File: config.mk
export PLATFORM = sky130hd
export DESIGN_NAME = cdb_arbiter
export DESIGN_NICKNAME = d
export VERILOG_FILES = /design/src/rtl/cdb_arbiter.sv
export SDC_FILE = /design/constraint.sdc
export NUM_CORES = 1
export LEC_CHECK = 0
export CAP_MARGIN = 40
export CORE_MARGIN = 5
export CORE_UTILIZATION = 45
export CTS_BUF_LIST = sky130_fd_sc_hd__clkbuf_8
export DETAILED_ROUTE_END_ITERATION = 8
export GPL_ROUTABILITY_DRIVEN = 0
export GPL_TIMING_DRIVEN = 0
export MAX_ROUTING_LAYER = met4
export PLACE_DENSITY = 0.66
export SKIP_CTS_REPAIR_TIMING = 1
export SLEW_MARGIN = 30
export SYNTH_ARGS = -nofsm -noshare
export SYNTH_HDL_FRONTEND = slang
export SYNTH_SLANG_ARGS = --single-unit
File: constraint.sdc
create_clock -name clk -period 14 [get_ports clk]
set_input_delay 3.5 -clock clk [delete_from_list [all_inputs] [get_ports clk]]
set_output_delay 3.5 -clock clk [all_outputs]
set_load 0.05 [all_outputs]
File: src/rtl/cdb_arbiter.sv
// Common-data-bus scheduler: three per-source result FIFOs merged round-robin onto one registered bus.
// Optional same-cycle bypass of an empty queue is compiled in with CDB_BYPASS_EN.
module cdb_arbiter #(
    parameter int TAG_WIDTH  = 4,
    parameter int DATA_WIDTH = 32,
    parameter int FIFO_DEPTH = 2
) (
    input  logic                  clk,
    input  logic                  rst,
    input  logic                  rollback_in,
    input  logic                  alu_valid_in,
    input  logic [DATA_WIDTH-1:0] alu_result_in,
    input  logic [TAG_WIDTH-1:0]  alu_tag_in,
    output logic                  alu_ready_out,
    input  logic                  lsb_valid_in,
    input  logic [DATA_WIDTH-1:0] lsb_result_in,
    input  logic [TAG_WIDTH-1:0]  lsb_tag_in,
    output logic                  lsb_ready_out,
    input  logic                  rob_valid_in,
    input  logic [DATA_WIDTH-1:0] rob_result_in,
    input  logic [TAG_WIDTH-1:0]  rob_tag_in,
    output logic                  rob_ready_out,
    output logic                  cdb_valid_out,
    output logic [DATA_WIDTH-1:0] cdb_result_out,
    output logic [TAG_WIDTH-1:0]  cdb_tag_out,
    output logic [1:0]            cdb_src_out
);

    localparam int PW = (FIFO_DEPTH > 1) ? $clog2(FIFO_DEPTH) : 1;
    localparam int CW = PW + 1;
    localparam logic [CW-1:0] FULL = CW'(FIFO_DEPTH);

    logic [2:0]            vld_in;
    logic [DATA_WIDTH-1:0] res_in [3];
    logic [TAG_WIDTH-1:0]  tag_in [3];

    logic [PW-1:0]         head_q [3];
    logic [PW-1:0]         head_d [3];
    logic [PW-1:0]         tail_q [3];
    logic [PW-1:0]         tail_d [3];
    logic [CW-1:0]         cnt_q  [3];
    logic [CW-1:0]         cnt_d  [3];
    logic [DATA_WIDTH-1:0] res_mem_q [3][FIFO_DEPTH];
    logic [TAG_WIDTH-1:0]  tag_mem_q [3][FIFO_DEPTH];

    logic [1:0]            rr_q, rr_d;
    logic                  valid_q, valid_d;
    logic [DATA_WIDTH-1:0] result_q, result_d;
    logic [TAG_WIDTH-1:0]  tag_q, tag_d;
    logic [1:0]            src_q, src_d;

    logic [2:0]            req, push, pop;
    logic                  grant;
    logic [1:0]            gsel;

    function automatic logic [1:0] inc3(input logic [1:0] p);
        return (p == 2'd2) ? 2'd0 : p + 2'd1;
    endfunction

    assign vld_in    = {rob_valid_in, lsb_valid_in, alu_valid_in};
    assign res_in[0] = alu_result_in;
    assign res_in[1] = lsb_result_in;
    assign res_in[2] = rob_result_in;
    assign tag_in[0] = alu_tag_in;
    assign tag_in[1] = lsb_tag_in;
    assign tag_in[2] = rob_tag_in;

    // Ready comes only from the registered count, never from valid_in.
    assign alu_ready_out  = (cnt_q[0] != FULL);
    assign lsb_ready_out  = (cnt_q[1] != FULL);
    assign rob_ready_out  = (cnt_q[2] != FULL);
    assign cdb_valid_out  = valid_q;
    assign cdb_result_out = result_q;
    assign cdb_tag_out    = tag_q;
    assign cdb_src_out    = src_q;

    always_comb begin : arbitrate
        logic [1:0] idx;
        req = '0;
        for (int s = 0; s < 3; s++) begin
`ifdef CDB_BYPASS_EN
            req[s] = (cnt_q[s] != '0) || vld_in[s];
`else
            req[s] = (cnt_q[s] != '0);
`endif
        end
        grant = 1'b0;
        gsel  = 2'd0;
        idx   = rr_q;
        for (int k = 0; k < 3; k++) begin
            if (!grant && req[idx]) begin
                grant = 1'b1;
                gsel  = idx;
            end
            idx = inc3(idx);
        end
    end

    always_comb begin : next_state
        rr_d     = rr_q;
        valid_d  = grant;
        result_d = result_q;
        tag_d    = tag_q;
        src_d    = src_q;
        push     = '0;
        pop      = '0;
        if (grant) begin
            rr_d     = inc3(gsel);
            src_d    = gsel;
            result_d = res_mem_q[gsel][head_q[gsel]];
            tag_d    = tag_mem_q[gsel][head_q[gsel]];
`ifdef CDB_BYPASS_EN
            if (cnt_q[gsel] == '0) begin
                result_d = res_in[gsel];
                tag_d    = tag_in[gsel];
            end
`endif
        end
        for (int s = 0; s < 3; s++) begin
            pop[s]  = grant && (gsel == 2'(s)) && (cnt_q[s] != '0);
            // A full queue still accepts when it is being drained in the same cycle.
            push[s] = vld_in[s] && ((cnt_q[s] != FULL) || pop[s]);
`ifdef CDB_BYPASS_EN
            if (grant && (gsel == 2'(s)) && (cnt_q[s] == '0)) push[s] = 1'b0;
`endif
            head_d[s] = head_q[s] + PW'(pop[s]);
            tail_d[s] = tail_q[s] + PW'(push[s]);
            cnt_d[s]  = cnt_q[s] + CW'(push[s]) - CW'(pop[s]);
        end
        if (rollback_in) begin
            push     = '0;
            pop      = '0;
            rr_d     = 2'd0;
            valid_d  = 1'b0;
            result_d = result_q;
            tag_d    = tag_q;
            src_d    = src_q;
            for (int s = 0; s < 3; s++) begin
                head_d[s] = '0;
                tail_d[s] = '0;
                cnt_d[s]  = '0;
            end
        end
    end

    always_ff @(posedge clk or posedge rst) begin
        if (rst) begin
            for (int s = 0; s < 3; s++) begin
                head_q[s] <= '0;
                tail_q[s] <= '0;
                cnt_q[s]  <= '0;
            end
            rr_q     <= 2'd0;
            valid_q  <= 1'b0;
            result_q <= '0;
            tag_q    <= '0;
            src_q    <= 2'd0;
        end else begin
            for (int s = 0; s < 3; s++) begin
                head_q[s] <= head_d[s];
                tail_q[s] <= tail_d[s];
                cnt_q[s]  <= cnt_d[s];
            end
            rr_q     <= rr_d;
            valid_q  <= valid_d;
            result_q <= result_d;
            tag_q    <= tag_d;
            src_q    <= src_d;
        end
    end

    always_ff @(posedge clk) begin
        for (int s = 0; s < 3; s++) begin
            if (push[s]) begin
                res_mem_q[s][tail_q[s]] <= res_in[s];
                tag_mem_q[s][tail_q[s]] <= tag_in[s];
            end
        end
    end

endmodule

Yosys cells after proc, flatten, opt, wreduce, memory -nomap -nowiden
Memory sizes are Yosys's and may differ from the RTL's.
Index checks and enable logic that the tools add are counted.
Widths: inputs -> output; s select.

storage, ports and cells
  register bits after elaboration = 53
  bits in writable memories = 216
  input bits = 114
  output and inout bits = 42
  memories = 2

memory list
  memory     words  bits a word  read ports  clocked after memory_dff  wr ports  RTL line  text
  res_mem_q  3      64           1           0                         3         43        logic [DATA_WIDTH-1:0] res_mem_q [3][FIFO_DEPTH];
  tag_mem_q  3      8            1           0                         3         44        logic [TAG_WIDTH-1:0] tag_mem_q [3][FIFO_DEPTH];

cells by class
  add/sub/neg operators = 15
  order comparisons = 11
  equal/unequal tests = 7
  multiplexer cells = 52
  bitwise gates (word level) = 6
  reduce and logical (&&, ||, !) cells = 25

operators by type and width
  cell                 count
  $mux 32              6
  $mux 64              3
  $demux 32 s1         3
  $mux 4               6
  $mux 8               3
  $mux 2               8
  $logic_and 1x1->1    14
  $demux 4 s1          3
  $mux 1               12
  $lt 2x3->1 const B   3
  $mux 3               3
  $bmux 1 s2           4
  $ge 2x2->1 const B   4
  $not 1->2            4
  $reduce_bool 2->1    4
  $add 1x1->1          6
  $add 2x1->2          3
  $add 2x1->2 const B  3
  $eq 2x2->1 const B   3
  $lt 2x1->1 const B   3
  $mux 6               1
  $ne 2x2->1 const B   3
  $sub 2x1->2          3
  $ge 3x3->1 const B   1
  other kinds (7)      10

Depth between registers and ports, before layout
Gate-level depths: netlist (run 1).

  depth in word-level cells = 18
  gate-level depth with buffers = 10

Least setup slack after synthesis (run 1)
No wires, ideal clock.

  path type = in2reg
  start = input lsb_valid_in
  end = memory res_mem_q[1][0] in the netlist's numbering (enable)
  library setup time = 482 ps
  arrival time = 6404 ps
  data required time = 13518 ps
  path slack = 7115 ps
  stages on the path = 2
  cells stage by stage = o21ai_0 -> nor3b_1

RTL lines
  item             RTL line  text
  start, declared  15        input logic lsb_valid_in,
  end, declared    43

Worst setup path after layout (run 1)
  start = register cnt_q[0] in the netlist's numbering
  end = output rob_ready_out

on the way
  longest elaborated chain between the ends = 1

ends and longest elaborated chain
  item                             RTL line  text
  start, declared                  41        logic [CW-1:0] cnt_q [3];
  start signal, assigned by index  162       cnt_q[s] <= cnt_d[s];
  $ne 2x2->1                       71        assign rob_ready_out = (cnt_q[2] != FULL);
  end, declared                    22        output logic rob_ready_out,

Every way passes these cells.

==> metrics.md, run 1 <==
| Metric | Value |
|---|---|
| Synth Area per Inst | 15.9 um2 |
| Post-synth EDFFs | 216 |
| Register area | 7810 um2 |
| Post-Syn Area | 10300 um2 |
| Synth Register Bits | 269 |
| Final worst path period need | 5.45 ns |
| Critical path type | flip-flop to primary output |
| Design area | 13400 um2 |
| Max Buffers Root-to-Sink | 3 |
| Via count | 6885 |
| Height of the die | 161 um |
| Share of the synthesized area in the top cell type | 0.631 |
| Final #Nets | 1000 |
| Max_cap viols | 0 |
| Power per cell area | 222 nW/um2 |
| Run status | finished clean |
| Main synth FF type | edfxtp_1 |
| Maximum clock frequency | 183 MHz |
| Area Growth Syn to Fin | 29.8% |
| Leakage | 4.88 nW |
| Clk root buf | clkbuf_8 |
| Largest net degree at the start of global routing | 28 |
| Rows | 55 |
| Yosys warnings | 0 |
| Global route total overflow | 0 |
| Final worst-path cycle share | 0.389 |
| Worst-path clk slew | 0.06 ns |
| Post-synth net total | 766 |
| Initial Util | 0.456 |
| CTS tree | yes |
| Max incr delay on CP | 0.82 ns |
| Buf/Inv on CP | 1 |
| Footprint of the multi-input gates | 2260 um2 |
| Post-route DRC | 0 |
| Critical path's slowest cell | clkdlybuf4s50_1 |
| Clk_lat worst skew | 0.53 ns |
| Clk_skew | 0.0149 ns |
| Share of cells above drive strength 1 | 0.142 |
| Top cells by area, synth | edfxtp_1 (63%), dfrtp_1 (13%), a22o_1 (6.2%) |
| Least-Margin Pin Slew | 0.792 ns |
| Gr usage total | 0.222 |
| Critical path cell sequence | nand2b_1, clkdlybuf4s50_1 |
| Internal Power | 1.79 mW |
| Post-route ant nets | 0 |
| DP Area | 12500 um2 |
| Top delay family on crit path | buffers and inverters |
| Hold path startpoint | cdb_src_out[1]$_DFFE_PP0P_ |
| Reg2Reg Setup Slack | 10.47 ns |
| Hold-critical path endpoint | cdb_src_out[1]$_DFFE_PP0P_ |
| Post-Route WL | 28.2 mm |
| Required @ worst endpoint | 10.50 ns |
| TritonCTS Sinks | 269 |
| R2R depth | 7 |
| Worst-path fanout max | 5 |
| Crit start category | flip-flop |
| Via-to-Cell Ratio | 5.73 |
| Clk pwr share | 0.216 |
| Most frequent cell after synthesis | edfxtp_1 |
| Vias in the first global route | 7521 |
| RSZ-0062 raised after global routing | false |
| Die span in x | 161 um |
| Dominant cell type by area after synthesis | edfxtp_1 |
| Seq pwr share | 0.361 |
| Initial DRC count | 598 |
| Cell variety after synth | 32 |
| Switching power | 1.18 mW |
| Worst hold path cell count | 1 |
| Number of iterations in the first detailed-routing pass | 5 |
| FF-to-FF Start | cnt_q[5]$_DFF_PP0_ |
| Inserted Clock Buffers | 43 |
| Gate Count Post-Synth | 646 |
| Slew Limit Headroom | 0.469 |
| CORE AREA | 22600 um2 |
| Initial antenna violation count | 3 |
| Count of final setup violators | 0 |
| Switching portion of total power | 0.397 |
| Post-synth ARST share | 0.197 |
| Fin. Hold Viols | 0 |
| R2r endpoint | res_mem_q[2][2]$_DFFE_PP_ |
| Crit end category | primary output |
| Setup TNS | 0 ns |
| Type of the most critical hold path | flip-flop to flip-flop |
| I/O pin count | 156 |
| Sequential share of the synthesized area | 0.759 |
| Port buffer count | 155 |
| CTS H-tree depth | 2 |
| Post-synth top cells | edfxtp_1 (216), a21oi_1 (74), a22o_1 (73), dfrtp_1 (53), nor2_1 (50) |
| Max-slew violations | 0 |
| Die area | 26000 um2 |
| DR WL/cell | 23.5 um |
| Logic pwr share | 0.423 |
| First-pass GRT wire length | 43.2 mm |
| Peak VDD IR | 0.000125 V |
| Fill cells | 1764 |
| Final HPWL DP | 19.9 mm |
| Worst EP arrival | 1.95 ns |
| Hold WS | 0.510 ns |
-- cell usage in the layout (no fill, tap or decap), types with 4 or more instances in the layout --
master,netlist,final
buf_2,21,21
nor2b_1,4,4
clkbuf_1,25,25
o32ai_1,36,36
buf_4,3,34
a21oi_1,74,74
ha_1,6,6
dfrtp_1,53,53
xor2_1,6,6
edfxtp_1,216,216
clkbuf_8,0,54
xnor2_1,6,6
a22o_1,73,73
o31ai_1,37,37
inv_1,7,25
nor2_1,50,50
clkdlybuf4s50_1,0,155
-- cell families after synthesis --
family,share of synthesized area
DFF,0.759
xor gates and xnor gates,0.0102
muxes,0.00219
and+or+nand+nor,0.0298
buffers and inverters,0.0241
adders and majority gates,0.00730
AOI/OAI and AO/OA,0.167
-- stage by stage --
step                power [mW]  worst slack (ns)  utilization  cells
finish                    2.96              8.55        0.592   1201
global route              3.12              8.37        0.592   1201
CTS                       2.98              8.52        0.591   1198
detailed placement        2.34              8.01        0.554   1120
global placement          2.29              4.04        0.540   1086
floorplan                 1.88              7.11            -    646
-- power groups by stage --
| stage | logic, mW | clock network [mW] | registers, mW |
|---|---|---|---|
| final | 1.25 | 0.640 | 1.07 |
| after global routing | 1.34 | 0.693 | 1.08 |
| after CTS | 1.26 | 0.650 | 1.07 |
| after detailed placement | 1.25 | 0 | 1.08 |
| after global placement | 1.21 | 0 | 1.09 |
| after floorplan | 0.621 | 0 | 1.26 |
-- per-layer routing --
| metal | track usage | vias to the layer above | wire length, um |
|---|---|---|---|
| met4 | 0.0554 | 0 | 552 |
| li1 | - | 3067 | - |
| met5 | - | - | 0 |
| met3 | 0.0472 | 48 | 2030 |
| met1 | 0.293 | 3469 | 12000 |
| met2 | 0.355 | 301 | 13600 |
-- how the worst max path moves through the flow --
stage,from,end,slack [ns],depth (start not counted)
2_1_floorplan,lsb_valid_in,res_mem_q[1][0]$_DFFE_PP_,7.11,2
3_3_place_gp,rollback_in,res_mem_q[2][19]$_DFFE_PP_,4.04,3
3_5_place_dp,rollback_in,cdb_tag_out[2]$_DFFE_PP0P_,8.01,7
4_1_cts,rollback_in,cdb_tag_out[2]$_DFFE_PP0P_,8.52,7
5_1_grt,rollback_in,cdb_result_out[4]$_DFFE_PP0P_,8.37,7
6_report,cnt_q[0]$_DFF_PP0_,rob_ready_out,8.55,2
-- area by class of cell --
type                       count  share of cell area
clock buffer                  54              0.0557
tap                          285              0.0267
clock inverter                24             0.00731
inverter                       7             0.00216
sequential                   269               0.585
timing repair buffer         189               0.137
multi-input combinational    321               0.169
antenna                        3            0.000562
buffer                        49              0.0166
-- state kept, by name, summed over array words and instances (netlist names) --
register        flops
cdb_src_out         2
cdb_tag_out         4
rr_q                2
tag_mem_q          24
cdb_valid_out       1
cdb_result_out     32
cnt_q               6
tail_q              3
res_mem_q         192
head_q              3
Power figures use the tool's default switching activity.
==> run 2, diff against run 1 <==
Settings changed: PLACE_DENSITY 0.66 to 0.69.
Clock period 14 ns to 4.6 ns, I/O delays scaled along.
==> run 2 against run 1 <==
Against the previous run: clock power grew to 3.1 times the previous value; wire length shrank 3.6%; first-iteration DRC count shrank 2.5%; core utilization is essentially flat; cell count shrank 0.75%; via count shrank 1.5%; critical endpoint is now res_mem_q[2][52]$_DFFE_PP_.
==> metrics.md, run 2 (synthesis gave the netlist of run 1 again) <==
| Metric | Value |
|---|---|
| Run status | finished clean |
| Register area | 7810 um2 (unchanged) |
| Number of iterations in the first detailed-routing pass | 5 (unchanged) |
| Final worst path period need | 3.65 ns |
| Required @ worst endpoint | 4.83 ns (-5.67 ns) |
| Fill cells | 1782 (+1.0%) |
| Commonest cells after routing, fill and taps aside | edfxtp_1 (216), clkdlybuf4s50_1 (155), a21oi_1 (74) |
| Max Buffers Root-to-Sink | 3 (unchanged) |
| Initial antenna violation count | 3 (unchanged) |
| Clk_skew | 0.0187 ns (+0.00379 ns) |
| Worst EP arrival | 3.88 ns (+1.93 ns) |
| Max FFs per register | 192 (unchanged) |
| Slew Limit Headroom | 0.466 (-0.00333) |
| DR WL/cell | 22.8 um (-2.9%) |
| Most numerous cell on the critical path | buf_4 |
| Share of cells above drive strength 1 | 0.137 (-0.00522) |
| Gr usage total | 0.212 (-0.00925) |
| Power per cell area | 677 nW/um2 (+200%) |
| Reg2Reg Setup Slack | 0.95 ns (-9.52 ns) |
| Footprint of the multi-input gates | 2270 um2 (+0.55%) |
| TritonCTS Sinks | 269 (unchanged) |
| DP Area | 12500 um2 (-0.11%) |
| Global route total overflow | 0 (unchanged) |
| Port buffer count | 155 (unchanged) |
| Crit start category | flip-flop |
| Worst-path fanout max | 10 (+5) |
| Critical path cell sequence | or2_2, a211oi_2, buf_2, o21ai_0, nor3_2, buf_4, buf_4, buf_6 |
| Worst-path clk slew | 0.06 ns (about the same) |
| Inserted Clock Buffers | 42 (-2.3%) |
| Post-route DRC | 0 (unchanged) |
| Area Growth Syn to Fin | 29.7% (about the same) |
| Height of the die | 161 um (unchanged) |
| Final HPWL DP | 19.0 mm (-4.3%) |
| Clk root buf | clkbuf_8 |
| CTS tree | yes |
| First-pass GRT wire length | 41.3 mm (-4.5%) |
| Largest net degree at the start of global routing | 38 (+36%) |
| Final worst-path cycle share | 0.794 |
| Die span in x | 161 um (unchanged) |
| Clk_lat worst skew | 0.53 ns (about the same) |
| Count of final setup violators | 0 (unchanged) |
| Maximum clock frequency | 274 MHz |
| Critical path type | flip-flop to flip-flop |
| Type of the most critical hold path | flip-flop to flip-flop |
| I/O pin count | 156 (unchanged) |
| Peak VDD IR | 0.000394 V (+220%) |
| Max incr delay on CP | 0.62 ns (-0.20 ns) |
| Final #Nets | 992 (-0.80%) |
| Hold WS | 0.531 ns (+0.0209 ns) |
| Post-route ant nets | 0 (unchanged) |
| Leakage | 4.85 nW (-0.64%) |
| Crit end category | flip-flop |
| Initial DRC count | 583 (-2.5%) |
| Initial Util | 0.456 (unchanged) |
| Least-Margin Pin Slew | 0.792 ns (+0.0000904 ns) |
| CORE AREA | 22600 um2 (unchanged) |
| Post-Route WL | 27.2 mm (-3.6%) |
| Commonest non-fill, non-tap cell in the layout | edfxtp_1 |
| Rows | 55 (unchanged) |
| Die area | 26000 um2 (unchanged) |
| Vias in the first global route | 7115 (-5.4%) |
| CTS H-tree depth | 2 (unchanged) |
| Via count | 6779 (-1.5%) |
| Via-to-Cell Ratio | 5.69 (-0.80%) |
| Buf/Inv on CP | 4 (+3) |
| Max-slew violations | 0 (unchanged) |
| RSZ-0062 raised after global routing | false |
| Fin. Hold Viols | 0 (unchanged) |
| Top delay family on crit path | buffers and inverters |
| Critical path's slowest cell | nor3_2 |
| Max_cap viols | 0 (unchanged) |
| Design area | 13300 um2 (about the same) |
-- run 2: cell types whose count changed in the layout (fill, tap and decap cells not counted), moves of 3 or more --
cell / change
clkbuf_8: -4
inv_1: -5
clkinv_2: +3
buf_6: +5
buf_4: -13
-- run 2: worst paths after layout --
path | start | to | cells past startpoint
max | cnt_q[4]$_DFF_PP0_ | res_mem_q[2][52]$_DFFE_PP_ | 8
max reg2reg | cnt_q[4]$_DFF_PP0_ | res_mem_q[2][52]$_DFFE_PP_ | 8
min in group asynchronous | rst | cdb_result_out[9]$_DFFE_PP0P_ | 2
min | res_mem_q[0][19]$_DFFE_PP_ | cdb_result_out[19]$_DFFE_PP0P_ | 2
min reg2reg | res_mem_q[0][19]$_DFFE_PP_ | cdb_result_out[19]$_DFFE_PP0P_ | 2
max in group asynchronous | rst | cdb_result_out[23]$_DFFE_PP0P_ | 3
-- run 2: tightest hold or removal path, stage by stage (launching register included) --
cell and delay, ns:
edfxtp_1 0.32, a21oi_1 0.06, a21oi_1 0.12
-- run 2: final cells by class --
class	instances	area share
Sequential cell	269	0.585
Multi-Input combinational cell	321	0.170
Timing Repair Buffer	182	0.135
Clock buffer	50	0.0516
Tap cell	285	0.0267
Buffer	49	0.0166
Clock inverter	26	0.0122
Inverter	7	0.00216
Antenna cell	3	0.000562
-- run 2: routing by layer --
metal | wire, um | GRT usage
met1 | 11800 | 0.284
met2 | 12900 | 0.337
met3 | 2000 | 0.0492
met4 | 465 | 0.0461
met5 | 0 | -
-- run 2: power by group --
part	switching, mW	internal [mW]
logic	2.42	1.36
registers	0.231	3.02
clock network	0.902	1.10
total	3.55	5.49
-- run 2: per-stage QoR --
stage	setup slack, ns	power [mW]	TNS, ns	utilization	std cells
after floorplan	0.0569	5.72	0	-	646
after global placement	-2.74	6.97	-419.65	0.541	1086
after detailed placement	0.939	7.07	0	0.553	1113
after CTS	0.901	9.09	0	0.591	1189
after global routing	0.708	9.49	0	0.591	1192
final	0.949	9.04	0	0.591	1192
